[src/rtl/md_audio_pkg.sv]
// md_audio_pkg -- shared defaults, sample type and saturation helper for the audio mixer.
// Revision: 1.0
`default_nettype none

package md_audio_pkg;

  localparam int          DIV_LOG2_DEF  = 10;
  localparam int          FM_SHIFT_DEF  = 5;
  localparam int          PSG_SHIFT_DEF = 2;
  localparam logic [15:0] PSG_DC_DEF    = 16'h0000;

  typedef logic signed [15:0] sample_t;

  localparam int SAT_MAX = 32767;
  localparam int SAT_MIN = -32768;

  function automatic sample_t sat19(input logic signed [18:0] x);
    if (x > SAT_MAX)      return sample_t'(SAT_MAX);
    else if (x < SAT_MIN) return sample_t'(SAT_MIN);
    else                  return x[15:0];
  endfunction

endpackage

`default_nettype wire

[src/rtl/md_audio_fifo.sv]
// md_audio_fifo -- 2-entry stereo sample FIFO, valid/ready drain, sticky overflow on dropped push.
// Revision: 1.0
`default_nettype none

module md_audio_fifo
  import md_audio_pkg::*;
(
  input  logic    clk_i,
  input  logic    srst_n_i,
  input  logic    push_i,
  input  sample_t push_l_i,
  input  sample_t push_r_i,
  input  logic    ready_i,
  output logic    valid_o,
  output sample_t l_o,
  output sample_t r_o,
  output logic    overflow_o
);

  sample_t    mem_l_q [2];
  sample_t    mem_r_q [2];
  logic       rd_q;
  logic [1:0] cnt_q, cnt_d;
  logic       ovf_q;

  logic w_pop, w_full, w_accept, w_wr_idx;

  assign w_pop    = valid_o && ready_i;
  assign w_full   = (cnt_q == 2'd2);
  assign w_accept = push_i && (!w_full || w_pop);
  // With two entries the free slot is rd^count[0]; when full it is the slot being popped.
  assign w_wr_idx = rd_q ^ cnt_q[0];

  always_comb begin
    cnt_d = cnt_q;
    if (w_accept && !w_pop)      cnt_d = cnt_q + 2'd1;
    else if (!w_accept && w_pop) cnt_d = cnt_q - 2'd1;
  end

  always_ff @(posedge clk_i) begin
    if (!srst_n_i) begin
      mem_l_q[0] <= '0;
      mem_l_q[1] <= '0;
      mem_r_q[0] <= '0;
      mem_r_q[1] <= '0;
      rd_q       <= 1'b0;
      cnt_q      <= 2'd0;
      ovf_q      <= 1'b0;
    end else begin
      if (w_accept) begin
        mem_l_q[w_wr_idx] <= push_l_i;
        mem_r_q[w_wr_idx] <= push_r_i;
      end
      rd_q  <= rd_q ^ w_pop;
      cnt_q <= cnt_d;
      ovf_q <= ovf_q | (push_i && w_full && !w_pop);
    end
  end

  assign valid_o    = (cnt_q != 2'd0);
  assign l_o        = valid_o ? mem_l_q[rd_q] : '0;
  assign r_o        = valid_o ? mem_r_q[rd_q] : '0;
  assign overflow_o = ovf_q;

endmodule

`default_nettype wire

[src/rtl/md_audio_mixer.sv]
// md_audio_mixer -- box-filter decimation of FM/PSG audio, mix with saturation, 2-deep output FIFO.
// Revision: 1.0
`default_nettype none

module md_audio_mixer
  import md_audio_pkg::*;
#(
  parameter int          DIV_LOG2  = DIV_LOG2_DEF,
  parameter int          FM_SHIFT  = FM_SHIFT_DEF,
  parameter int          PSG_SHIFT = PSG_SHIFT_DEF,
  parameter logic [15:0] PSG_DC    = PSG_DC_DEF
) (
  input  logic              MCLK,
  input  logic              SRES,
  input  logic signed [8:0] MOL,
  input  logic signed [8:0] MOR,
  input  logic [15:0]       PSG,
  input  logic              fm_mute,
  input  logic              psg_mute,
  output sample_t           out_l,
  output sample_t           out_r,
  output logic              out_valid,
  input  logic              out_ready,
  output logic              overflow
);

  localparam int                  AW  = 9 + DIV_LOG2;
  localparam int                  PW  = 16 + DIV_LOG2;
  localparam logic [DIV_LOG2-1:0] ONE = DIV_LOG2'(1);

  logic [DIV_LOG2-1:0]   cnt_q;
  logic signed [AW-1:0]  acc_l_q, acc_r_q, acc_l_d, acc_r_d;
  logic [PW-1:0]         acc_p_q, acc_p_d;
  // Compute stage keeps only the window averages (sum >> DIV_LOG2).
  logic signed [8:0]     avg_l_q, avg_r_q;
  logic [15:0]           avg_p_q;
  logic                  fm_mute_q, psg_mute_q, cmp_vld_q;

  logic                  w_win_end;
  logic signed [18:0]    w_fm_l, w_fm_r, w_ps;
  logic signed [16:0]    w_ps_diff, w_ps_shr;
  sample_t               w_mix_l, w_mix_r;

  assign w_win_end = (cnt_q == '1);
  assign acc_l_d   = acc_l_q + {{DIV_LOG2{MOL[8]}}, MOL};
  assign acc_r_d   = acc_r_q + {{DIV_LOG2{MOR[8]}}, MOR};
  assign acc_p_d   = acc_p_q + {{DIV_LOG2{1'b0}}, PSG};

  always_ff @(posedge MCLK) begin
    if (!SRES) begin
      cnt_q      <= '0;
      acc_l_q    <= '0;
      acc_r_q    <= '0;
      acc_p_q    <= '0;
      avg_l_q    <= '0;
      avg_r_q    <= '0;
      avg_p_q    <= '0;
      fm_mute_q  <= 1'b0;
      psg_mute_q <= 1'b0;
      cmp_vld_q  <= 1'b0;
    end else begin
      cnt_q     <= cnt_q + ONE;
      cmp_vld_q <= w_win_end;
      if (w_win_end) begin
        avg_l_q    <= acc_l_d[AW-1:DIV_LOG2];
        avg_r_q    <= acc_r_d[AW-1:DIV_LOG2];
        avg_p_q    <= acc_p_d[PW-1:DIV_LOG2];
        fm_mute_q  <= fm_mute;
        psg_mute_q <= psg_mute;
        acc_l_q    <= '0;
        acc_r_q    <= '0;
        acc_p_q    <= '0;
      end else begin
        acc_l_q <= acc_l_d;
        acc_r_q <= acc_r_d;
        acc_p_q <= acc_p_d;
      end
    end
  end

  always_comb begin
    w_fm_l    = '0;
    w_fm_r    = '0;
    w_ps      = '0;
    w_ps_diff = $signed({1'b0, avg_p_q}) - $signed({1'b0, PSG_DC});
    w_ps_shr  = w_ps_diff >>> PSG_SHIFT;
    if (!fm_mute_q) begin
      w_fm_l = {{10{avg_l_q[8]}}, avg_l_q} <<< FM_SHIFT;
      w_fm_r = {{10{avg_r_q[8]}}, avg_r_q} <<< FM_SHIFT;
    end
    if (!psg_mute_q) w_ps = {{2{w_ps_shr[16]}}, w_ps_shr};
    w_mix_l = sat19(w_fm_l + w_ps);
    w_mix_r = sat19(w_fm_r + w_ps);
  end

  md_audio_fifo u_fifo (
    .clk_i      (MCLK),
    .srst_n_i   (SRES),
    .push_i     (cmp_vld_q),
    .push_l_i   (w_mix_l),
    .push_r_i   (w_mix_r),
    .ready_i    (out_ready),
    .valid_o    (out_valid),
    .l_o        (out_l),
    .r_o        (out_r),
    .overflow_o (overflow)
  );

endmodule

`default_nettype wire

[config.mk]
export PLATFORM = sky130hd
export DESIGN_NAME = md_audio_mixer
export DESIGN_NICKNAME = d
export VERILOG_FILES = /design/src/rtl/md_audio_pkg.sv /design/src/rtl/md_audio_fifo.sv /design/src/rtl/md_audio_mixer.sv
export SDC_FILE = /design/constraint.sdc
export NUM_CORES = 1
export LEC_CHECK = 0
export ABC_CLOCK_PERIOD_IN_PS = 3300
export CORE_MARGIN = 8
export CORE_UTILIZATION = 45
export DETAILED_ROUTE_END_ITERATION = 7
export SETUP_SLACK_MARGIN = 0.2
export SYNTH_ARGS = -nofsm -noshare
export SYNTH_HDL_FRONTEND = slang
export SYNTH_SLANG_ARGS = --single-unit
export TNS_END_PERCENT = 50
[constraint.sdc]
create_clock -name MCLK -period 3.3 [get_ports MCLK]
set_clock_uncertainty 0.05 [all_clocks]
set_input_delay 0.33 -clock MCLK [delete_from_list [all_inputs] [get_ports MCLK]]
set_output_delay 0.33 -clock MCLK [all_outputs]
set_load 0.02 [all_outputs]
# == Word-level counts from Yosys, hierarchy flattened ==
# Memories as Yosys holds them, arrays and structs flattened. A register that Yosys moved wholly into a read port is not among the register bits.
# Cells that the tools add are included.
# classes
n_mux,23
bitwise,4
add_sub_neg,8
n_eq_ne,2
order_cmp,4
n_reduce_logical,15
# ops
cell,n
$mux W16,8
$add A19 B15 Y19,2
$add A19 B19 Y19,2
$gt A19 B16 Y1 const B,2
$lt A19 B16 Y1 const B,2
$mux W19,2
$reduce_or A16 Y1,2
$add A26 B16 Y26,1
$mux W14,1
$add A10 B1 Y10 const B,1
$eq A10 B10 Y1 const B,1
$mux W1,10
$logic_and A1 B1 Y1,6
$mux W2,2
$reduce_bool A2 Y1,2
$logic_not A1 Y1,3
$add A2 B1 Y2 const B,1
$eq A2 B2 Y1 const B,1
$reduce_or A2 Y1,1
$sub A2 B1 Y2 const B,1
$xor A1 B1 Y1,2
$logic_or A1 B1 Y1,1
$not A1 Y1,1
$or A1 B1 Y1,1
# totals
ram_bits,64
word_cells,71
register_bits,115
mem_count,2
# memory_table
memory,words,width,read_ports,rd_clocked_by_memory_dff,write_ports,line,rtl
u_fifo.mem_l_q,2,16,1,1,2,md_audio_fifo.sv:20,sample_t mem_l_q [2];
u_fifo.mem_r_q,2,16,1,1,2,md_audio_fifo.sv:21,sample_t mem_r_q [2];

# == Depth between registers and ports, before layout ==
# logic_depth
depth_word,9
depth_mapped,14
mapped_depth_nobuf,10

# == Hierarchy ==
# A second synthesis with hierarchy kept.
# unflattened
hier_cells,1167
hier_area_um2,10568.9
# by_module_without_submodules
module,instances,cells_per_inst,area_each_um2
md_audio_mixer,1,892,7440.9
md_audio_fifo,1,275,3128.0

# == Worst setup path before layout ==
# No wires, ideal clock.
# synth_timing
kind,reg-to-reg
start,register fm_mute_q
end,"memory u_fifo.mem_r_q[1][12] (netlist name), data pin"
setup_ns,0.153
synth_period_minus_slack_ns,3.068
path_slack_ns,0.232
arrival_time_ns,2.865
required_ns,3.097
path_stages_with_launch,14
path_buffers,4
path_cell_list,dfxtp_1 > buf_6 > buf_6 > clkbuf_1 > nor2b_1 > ha_1 > fa_1 > a21o_1 > a21o_1 > a311oi_4 > mux2i_2 > nand2b_2 > buf_6 > o21ai_0
# synth_rtl
element,line,rtl
"start, declared",md_audio_mixer.sv:37,"logic fm_mute_q, psg_mute_q, cmp_vld_q;"
"start signal, assigned",md_audio_mixer.sv:68,fm_mute_q <= fm_mute;
"end, declared",md_audio_fifo.sv:21,

==> out/results.ini <==
[run_status]
outcome=finished clean

[logic_synthesis]
yosysSeqAreaShare_pct=40.1
synth_nets=1239
synth_area_mm2=0.0105
syn_area_per_cell_um2=9.35
synthFlopType=dfxtp_1
yosysTopAreaCellShare_pct=21.8
ys_types=84
yosysTopAreaCell=dfxtp_1
synth_edf_count=64
synth_cells=1121
synth_seq_cells=178
ys_warn_count=0
ys_top_cells_by_area=dfxtp_1 (22%), edfxtp_1 (18%), ha_1 (8.8%), nor2_1 (5.0%), a21oi_1 (4.2%)
async_flop_share_pct=0

[routing]
first_pass_iters=4
via_per_inst=5.32
postRouteAntennaNets=0
wl_met2_um=10700
route.detailed.drc=0
drtIter0Drc=397
routedWlPerCell_um=15.3
route.top_layer_used=met4
wl_met3_um=878
drt-total-wl_um=23400
drt-met1-wl_um=11400
num_vias=8107

[floorplanning]
coreArea_mm2=0.0232
placementRows=56
ioPinCount=73
die_x_um=169
dieArea_mm2=0.0284
start_util_pct=45.2
die_height_um=169

[sta]
rsz0062_at_grt=yes
final.period_utilization_pct=87.6
slew_viol_final=0
tns_ps=0
setup_viol=0
final.min_clock_period_ps=2890
hold_ws_ps=399
worst_slew_pin_slew_ps=667
relSlewSlack_pct=55.4
hold_viol_final=0
fmax_mhz=346

[clock_tree]
clk_root_buffer_cell=clkbuf_16
cts_sinks=178
postCtsHoldBufs=0
cts.reportedPaths.clkPinSlew_ps=70
numCtsBuffers=17
htreeDepth=4
insertion_delay_ps=440
cts_tree=built
cts_max_path_buffers=2

[global_routing]
grt_pass1_vias=8000
track_usage_pct=16.8
grt_max_degree=34
grt_pass1_wl_um=39200
gr-total-overflow=0
grt_antenna_before_repair=0

[power]
power.switching_mw=2.33
seq_power_share_pct=38.0
p_leak_nw=4.81
pwr-share-comb_pct=33.1
p_int_mw=4.69
power_density_mw_per_mm2=576
ir_drop_mv=0.306
pwr-share-clk_pct=28.9
swShare_pct=33.1

[layout]
fillers=2146
drive_gt1_share_pct=9.12
area.growth.synth_to_final_pct=16.3
num_antenna_cells=0
nNetsFinal=1311

[hold_path]
hold_path.class=flop to flop

[worst_setup_path]
cp.arrival_ps=3100
worstSetupPathType=flop to flop
critPathMaxFanout=13
cp-start-kind=flop
crit_required_ps=3510
worst_setup_path_end_kind=flop
r2r_setup_slack_ps=410

[run]
maxCapViolations=0

[placed_design]
place.detailed.hpwl_um=17400
place.gp.congestion=0.856
port_buffers=72

cell usage in the layout, fill, tap and decap left out, types with 35 or more instances in the layout:
cell,instances
o21ai_0,85
xor2_1,40
dfxtp_1,111
ha_1,74
nand2_1,63
a21oi_1,88
clkdlybuf4s50_1,72
edfxtp_1,64
mux2i_1,35
nor2_1,140
cells in the mapped netlist, types with 17 or more instances:
cell type    n
ha_1        74
mux2i_1     35
o21a_1      18
inv_1       23
edfxtp_1    64
xor2_1      40
a21oi_1     89
a21o_1      25
clkbuf_1    24
nor3_1      24
nand2_1     64
nor2_1     141
xnor2_1     31
dfxtp_1    114
nand3_1     17
o21ai_0     86
nor2b_1     34
per-layer routing:
| metal | GRT usage (%) | vias to the layer above |
|---|---|---|
| li1 | - | 4173 |
| met1 | 21.7 | 3786 |
| met2 | 27.5 | 121 |
| met3 | 3.98 | 27 |
| met4 | 4.50 | 0 |
| met5 | 0 | - |
flip-flops by register name (all words and copies together) (netlist names), 2 cells and up, named ones only:
register and count:
u_fifo.mem_l_q 32, cnt_q 10, avg_l_q 9, u_fifo.mem_r_q 32, acc_l_q 19, u_fifo.cnt_q 2, avg_p_q 14, acc_r_q 19
avg_r_q 9, acc_p_q 26
per-stage QoR:
step	cell area [µm²]	utilization [%]	power (mW)	setup slack, ps	std cells
finish	12200	52.6	7.02	409	1525
global route	12200	52.6	7.49	167	1525
CTS	12200	52.4	7.07	263	1524
detailed placement	11600	49.9	5.02	285	1492
global placement	11600	49.9	4.99	280	1492
floorplan	10500	-	4.53	232	1121
power groups by stage:
stage	logic, mW	registers [mW]	clock network (mW)
floorplan	1.84	2.69	0
global placement	2.28	2.71	0
detailed placement	2.31	2.72	0
CTS	2.32	2.67	2.07
global route	2.64	2.70	2.15
finish	2.32	2.67	2.03
final timing paths:
| check | from | endpoint | cells after the start |
|---|---|---|---|
| worst max-delay path | psg_mute_q$_SDFFE_PN0P_ | u_fifo.mem_r_q[1][11]$_SDFFCE_PN0P_ | 9 |
| worst min-delay path | avg_l_q[1]$_SDFFE_PN0P_ | avg_l_q[1]$_SDFFE_PN0P_ | 2 |
| worst max register to register | psg_mute_q$_SDFFE_PN0P_ | u_fifo.mem_r_q[1][11]$_SDFFCE_PN0P_ | 9 |
| worst min register to register | avg_l_q[1]$_SDFFE_PN0P_ | avg_l_q[1]$_SDFFE_PN0P_ | 2 |
repair_timing:
action / CTS / global route
setup buffers: 0 / 1
endpoints found under the setup margin: 0 / 55
resized for setup: 0 / 8
critical path: stages (launching register included):
cell,delay (ps)
dfxtp_2,390
nor2b_1,120
ha_1,240
fa_1,410
a21o_1,210
a21o_1,250
a311oi_4,370
mux2i_4,400
nand2b_4,150
o21ai_0,130
cell families (layout without fill, tap and decap cells):
kind of cell             count (synthesis)  after routing  share of synthesized area, %
flip-flops                             178            178                          40.1
XOR/XNOR                                71             71                          5.93
AO/OA/AOI/OAI                          317            317                          19.7
AND/OR/NAND/NOR                        366            366                          17.5
multiplexers                            36             36                          3.47
adder cells (fa/ha/maj)                 79             79                          9.78
buffers and inverters                   74            159                          3.45
cell type report:
type                            count  area [µm²]  share of cell area, %
Clock buffer                       17         425                   3.49
Clock inverter                     15         156                   1.28
Inverter                           25        93.8                  0.770
Multi-Input combinational cell    869        5950                   48.8
Sequential cell                   178        4210                   34.5
Tap cell                          319         399                   3.27
Timing Repair Buffer              102         958                   7.86
Note: power is estimated with default switching activity, not from simulation.
